File: src/rtl/register_file.sv
// 32x32 general-purpose register file for the single-cycle MIPS datapath.
// Two asynchronous read ports, one clocked write port, and register 0 always reads as zero.
module register_file #(
  parameter int DATA_WIDTH = 32,
  parameter int ADDR_WIDTH = 5
) (
  input  logic                  clk,
  input  logic                  rstb,
  input  logic                  RegWr,
  input  logic [ADDR_WIDTH-1:0] Rw,
  input  logic [ADDR_WIDTH-1:0] Ra,
  input  logic [ADDR_WIDTH-1:0] Rb,
  input  logic [DATA_WIDTH-1:0] busW,
  output logic [DATA_WIDTH-1:0] busA,
  output logic [DATA_WIDTH-1:0] busB
);

  localparam int NumRegs = 2 ** ADDR_WIDTH;

  logic [DATA_WIDTH-1:0] regs [NumRegs];

  // Reset wins over a same-cycle write; writes aimed at register 0 are dropped.
  always_ff @(posedge clk) begin
    if (rstb) begin
      for (int i = 0; i < NumRegs; i++) begin
        regs[i] <= '0;
      end
    end else if (RegWr && (Rw != '0)) begin
      regs[Rw] <= busW;
    end
  end

  // No write bypass: a read of the register being written shows the old value until the edge.
  assign busA = (Ra == '0) ? '0 : regs[Ra];
  assign busB = (Rb == '0) ? '0 : regs[Rb];

endmodule

File: config.mk
export PLATFORM = sky130hd
export DESIGN_NAME = register_file
export DESIGN_NICKNAME = d
export VERILOG_FILES = /design/src/rtl/register_file.sv
export SDC_FILE = /design/constraint.sdc
export NUM_CORES = 2
export LEC_CHECK = 0
export CAP_MARGIN = 20
export CORE_MARGIN = 4
export CORE_UTILIZATION = 35
export DETAILED_ROUTE_END_ITERATION = 16
export PLACE_DENSITY = 0.59
export SYNTH_ARGS = -nofsm -noshare
export SYNTH_HDL_FRONTEND = slang
export SYNTH_SLANG_ARGS = --single-unit
File: constraint.sdc
create_clock -name clk -period 2.56 [get_ports clk]
set_input_delay 0.384 -clock clk [delete_from_list [all_inputs] [get_ports clk]]
set_output_delay 0.384 -clock clk [all_outputs]
set_load 0.01 [all_outputs]
# [Word-level counts from Yosys, hierarchy flattened]
# Memories as Yosys holds them, arrays and structs flattened.
# Cells that the tools add are included.
[word_totals] ff_bits=0 latch_bits=0 mem_bits_rw=1024 romBits=0 in_bits=50 out_inout_bits=64 word_cells=16 mem_count=1
[mem_list] name="regs" words=32 width=32 read_ports=2 rd_ports_with_merged_regs=0 wr=32 line="20" source="logic [DATA_WIDTH-1:0] regs [NumRegs];"
[op_classes] addsub=0 multipliers=0 div_mod_pow=0 n_lt_le_gt_ge=0 eq_ne=0 shifts=0 n_mux=10 bitwise=0 reduce_logical=5
[op_table] cell="32-bit two-way mux" n=3
[op_table] cell="32-bit OR reduction" n=1
[op_table] cell="5-bit logical NOT" n=2
[op_table] cell="1-bit two-way mux" n=6
[op_table] cell="5-bit two-way mux" n=1
[op_table] cell="5-bit nonzero test" n=1
[op_table] cell="1-bit logical AND" n=1

# [Logic depth before layout (Yosys ltp)]
[depth] ltp_word=7 mapped_depth=9 ltp_nobuf=4

# [Worst setup path after synthesis]
# Ideal clock, no wire load.
[synth_timing] kind="input -> output" start="input Rb[2]" end="output busB[15]" arrival_time_ns=2.044 required_time_ns=2.176 path_slack_ns=0.132 cell_stages=7 n_path_buf=3 path_cell_list="buf_2 -> buf_2 -> buf_1 -> mux4_2 -> a22o_1 -> a2111oi_1 -> nor3_1"
[synth_between] elab_chain_cells=2 elab_cells_between_ends=3 cone_classes="mux (1); reduce/logical (1); memory (1)"
[synth_lines] item="start, declared" line="12" source="input logic [ADDR_WIDTH-1:0] Rb,"
[synth_lines] item="memory 32 x 32 bit / 5-bit logical NOT (equally long branches)"
[synth_lines] item="32-bit two-way mux (*)" line="35" source="assign busB = (Rb == '0) ? '0 : regs[Rb];"
[synth_lines] item="end, declared" line="15" source="output logic [DATA_WIDTH-1:0] busB"
# Every way passes the cells marked *; elsewhere a longest branch is shown, timed or not.

==> impl_results.md <==
* Net Switching at between 0.01 and 0.015 W
* HP Class: input pin to register
* Vias in the first global route at 36,500
* Clock power share at 37.7%
* Ratio of cells with drive above 1 in the final layout at 40.0%
* Top cells by area, synth: edfxtp_1 (57%), mux4_2 (20%), and2_1 (11%), mux2i_1 (2.8%), clkbuf_1 (1.9%)
* Total grt overflow at 0
* # setup viols final at 64
* Distinct cells, synth at 42
* P_int at between 0.03 and 0.04 W
* Fin. Hold Viols at 0
* Worst setup margin at -558 ps
* Wl on met1 at between 70,000 and 80,000 um
* Slew margin rel. at 34.1%
* Post-synthesis cell count at about 3,500
* Post-DP HPWL at 130,000 um
* Total GRT Usage at 23.6%
* Top sig layer: met5
* Antenna violations before repair at 16
* Num CTS Buffers at 110
* WS Path Type: register to output port
* Hold path start: rstb
* Register area share after synthesis at a little under three fifths
* Nets at 4,026
* Biggest regs: regs x1024
* Site Rows at ~140
* Metal2 WL at 90,600 um
* DRT Wirelength at 194,000 um
* Hold path endpoint: regs[0][29]$_SDFFCE_PN0P_
* MaxCap Viol Count at 0
* Die area at ~160,000 um^2
* Peak supply drop at 0.492 mV
* Most flop-heavy register: regs
* Post-Place Setup Slack at -1170 ps
* Vias per cell at 5.84
* CP required at 2180 ps
* CTS tree: built
* Antenna Nets Post-Route at 0
* Power, Total at 0.0423 W
* Total number of vias at roughly 36,000
* CP Launch Type: register
* H-tree depth at 3
* PortBufs at around 110
* RSZ-0062 raised after global routing: true
* Reg power frac at a little under half
* First-pass GRT wire length at 275,000 um
* Power density over cell area at 620 nW/um^2
* Post-layout util at between 40% and 50%
* Setup tns final at -23,790 ps
* Placed cell areas at 62,600 um^2
* Chip width at ~400 um
* # DRC at 0
* Synthesized area per cell at 15.5 um^2
* Final Cell Area at 68,300 um^2
* Wire length on met3 at 17,800 um
* Top-area cell type share of the netlist area at 56.7%
* Router iterations before antenna repair at 6
* Clock transition at path regs at approximately 60 ps
* Maximum root-to-sink buffer count at 3
* Worst slew pin tran at 988 ps
* Gpl congestion at 0.884
* Area Overhead vs Synth at 25.9%
* Minimum clock period at 3120 ps
* Clock sinks at 1,024
* Post-synth EDFFs at 1,024
* Worst Setup End Kind: output port
* Arr. time, crit path at between 2000 and 3000 ps
* Prevailing post-synth register cell: edfxtp_1
* Pleak at about 24 nW
* Max reg flops at ~1,000
* Hold path depth at 2
* Failing checks: setup timing
* Die H at 402 um
* Register bit total from synthesis at 1,024
* Wire length per cell at between 30 and 40 um
* FFs w/ async S/R, synth at 0%
* Largest net degree at the start of global routing at 55
* Switching Share at 25.7%
* Initial Util at a little over a third
* Critical path peak fanout at 2
* Core region area at about 150,000 um^2
* Cell taking the most area after synthesis: edfxtp_1
* DRT iter0 DRCs at 4,630
* YS warnings at 0
* Root Buffer: clkbuf_16
* Outcome: finished, violations left
* Synth Cell Area at 54,300 um^2
* Hold buffer count at CTS at 0
* Crit share post-route at 122%
* Max Fclk at 321 MHz
* IO Count at 114
* Gate power share at 15.3%
* Max Slew Vio Count at 0
==> cell usage after synthesis (all sizes together) (5+ instances only) <==
cell type	count
buf	116
nand2b	5
nand2	7
nand3	5
a211oi	7
o22ai	103
nor2b	14
mux4	472
or2	33
and2	995
mux2	30
a2111oi	55
mux2i	150
nor4	6
nand3b	5
a22o	51
a22oi	16
a21oi	12
nor2	36
clkbuf	271
edfxtp	1024
nor3	54
==> how the worst max path moves through the flow <==
stage,from,endpoint,depth (start not counted)
2_1_floorplan,Rb[2],busB[15],7
3_3_place_gp,Rb[0],busB[26],8
3_5_place_dp,Rb[0],busB[26],8
4_1_cts,regs[26][15]$_SDFFCE_PN0P_,busA[15],6
5_1_grt,regs[29][15]$_SDFFCE_PN0P_,busA[15],6
6_report,regs[20][15]$_SDFFCE_PN0P_,busA[15],6
==> metrics by stage <==
step,hold slack [ps],std cells
after detailed placement,1230,5887
after global placement,1230,5887
final,463,6121
after CTS,433,6112
after global routing,451,6116
after floorplan,582,3533
==> cell type report <==
class                      instances  area, um^2
clock inverter                    75         609
timing repair buffer             718        7290
antenna                            7        17.5
fill                           13500       85800
multi-input combinational       2120       24100
inverter                           2        7.51
clock buffer                     131        2920
tap                             2044        2560
sequential                      1024       30700
==> cell usage in the layout, fill, tap and decap left out, types with 5 or more instances in the layout <==
master / Yosys / layout
edfxtp_1: 1024 / 1024
and2_1: 995 / 994
mux4_2: 472 / 472
buf_4: 38 / 456
mux2i_1: 150 / 145
buf_12: 0 / 139
clkbuf_16: 0 / 114
o22ai_1: 103 / 70
buf_2: 46 / 61
a2111oi_4: 0 / 47
clkdlybuf4s50_1: 0 / 38
or2_2: 33 / 33
conb_1: 1 / 32
mux2_2: 30 / 30
clkinv_2: 0 / 30
clkinv_1: 0 / 28
a22o_1: 51 / 26
nor3_2: 0 / 26
a22o_4: 0 / 25
nor3_4: 0 / 25
o22ai_2: 0 / 21
nor2_4: 0 / 17
clkbuf_1: 271 / 17
a22oi_1: 16 / 16
nor2_2: 0 / 16
o22ai_4: 0 / 12
buf_6: 21 / 12
a21oi_1: 12 / 10
bufinv_16: 0 / 9
a2111oi_2: 0 / 8
diode_2: 0 / 7
nor2b_4: 0 / 7
nand2_1: 7 / 7
buf_16: 0 / 6
nand3b_1: 5 / 5
nor2b_1: 14 / 5
nor4_4: 0 / 5
nand2b_1: 5 / 5
==> power by group through the flow <==
stage | clock network (W) | registers [W] | logic [W]
final | 0.0160 | 0.0199 | 0.00649
after global placement | 0 | 0.0202 | 0.00591
after detailed placement | 0 | 0.0202 | 0.00594
after floorplan | 0 | 0.0200 | 0.00304
after CTS | 0.0161 | 0.0199 | 0.00640
after global routing | 0.0168 | 0.0200 | 0.00672
==> cell families (layout without fill, tap and decap cells) <==
| family | after synthesis | after routing | synth area share (%) |
|---|---|---|---|
| AND/OR/NAND/NOR | 1177 | 1177 | 13.3 |
| flip-flops | 1024 | 1024 | 56.7 |
| multiplexers | 652 | 652 | 23.0 |
| buffers and inverters | 389 | 926 | 3.35 |
| AO/OA/AOI/OAI | 259 | 259 | 3.65 |
| other | 1 | 39 | 0.00691 |
==> critical path, stage by stage, from the launching register on <==
cell and delay (ps):
edfxtp_1 410, mux4_2 480, mux4_2 600, o22ai_4 160
buf_6 140, nor3_4 50, buf_2 150
==> metal layers <==
layer  GRT usage [%]  vias to the layer above
met4            8.10                        2
li1                -                    14600
met1            33.2                    18800
met5               0                        -
met3            3.72                      331
met2            37.5                     2037
==> what timing repair did <==
action	CTS	global route
endpoints found under the setup margin	64	64
gates resized for setup	588	42
setup buffers	38	4
pin swaps	135	19
cloned	2	0
hold endpoints to repair	0	0
(Power assumes the default switching activity.)
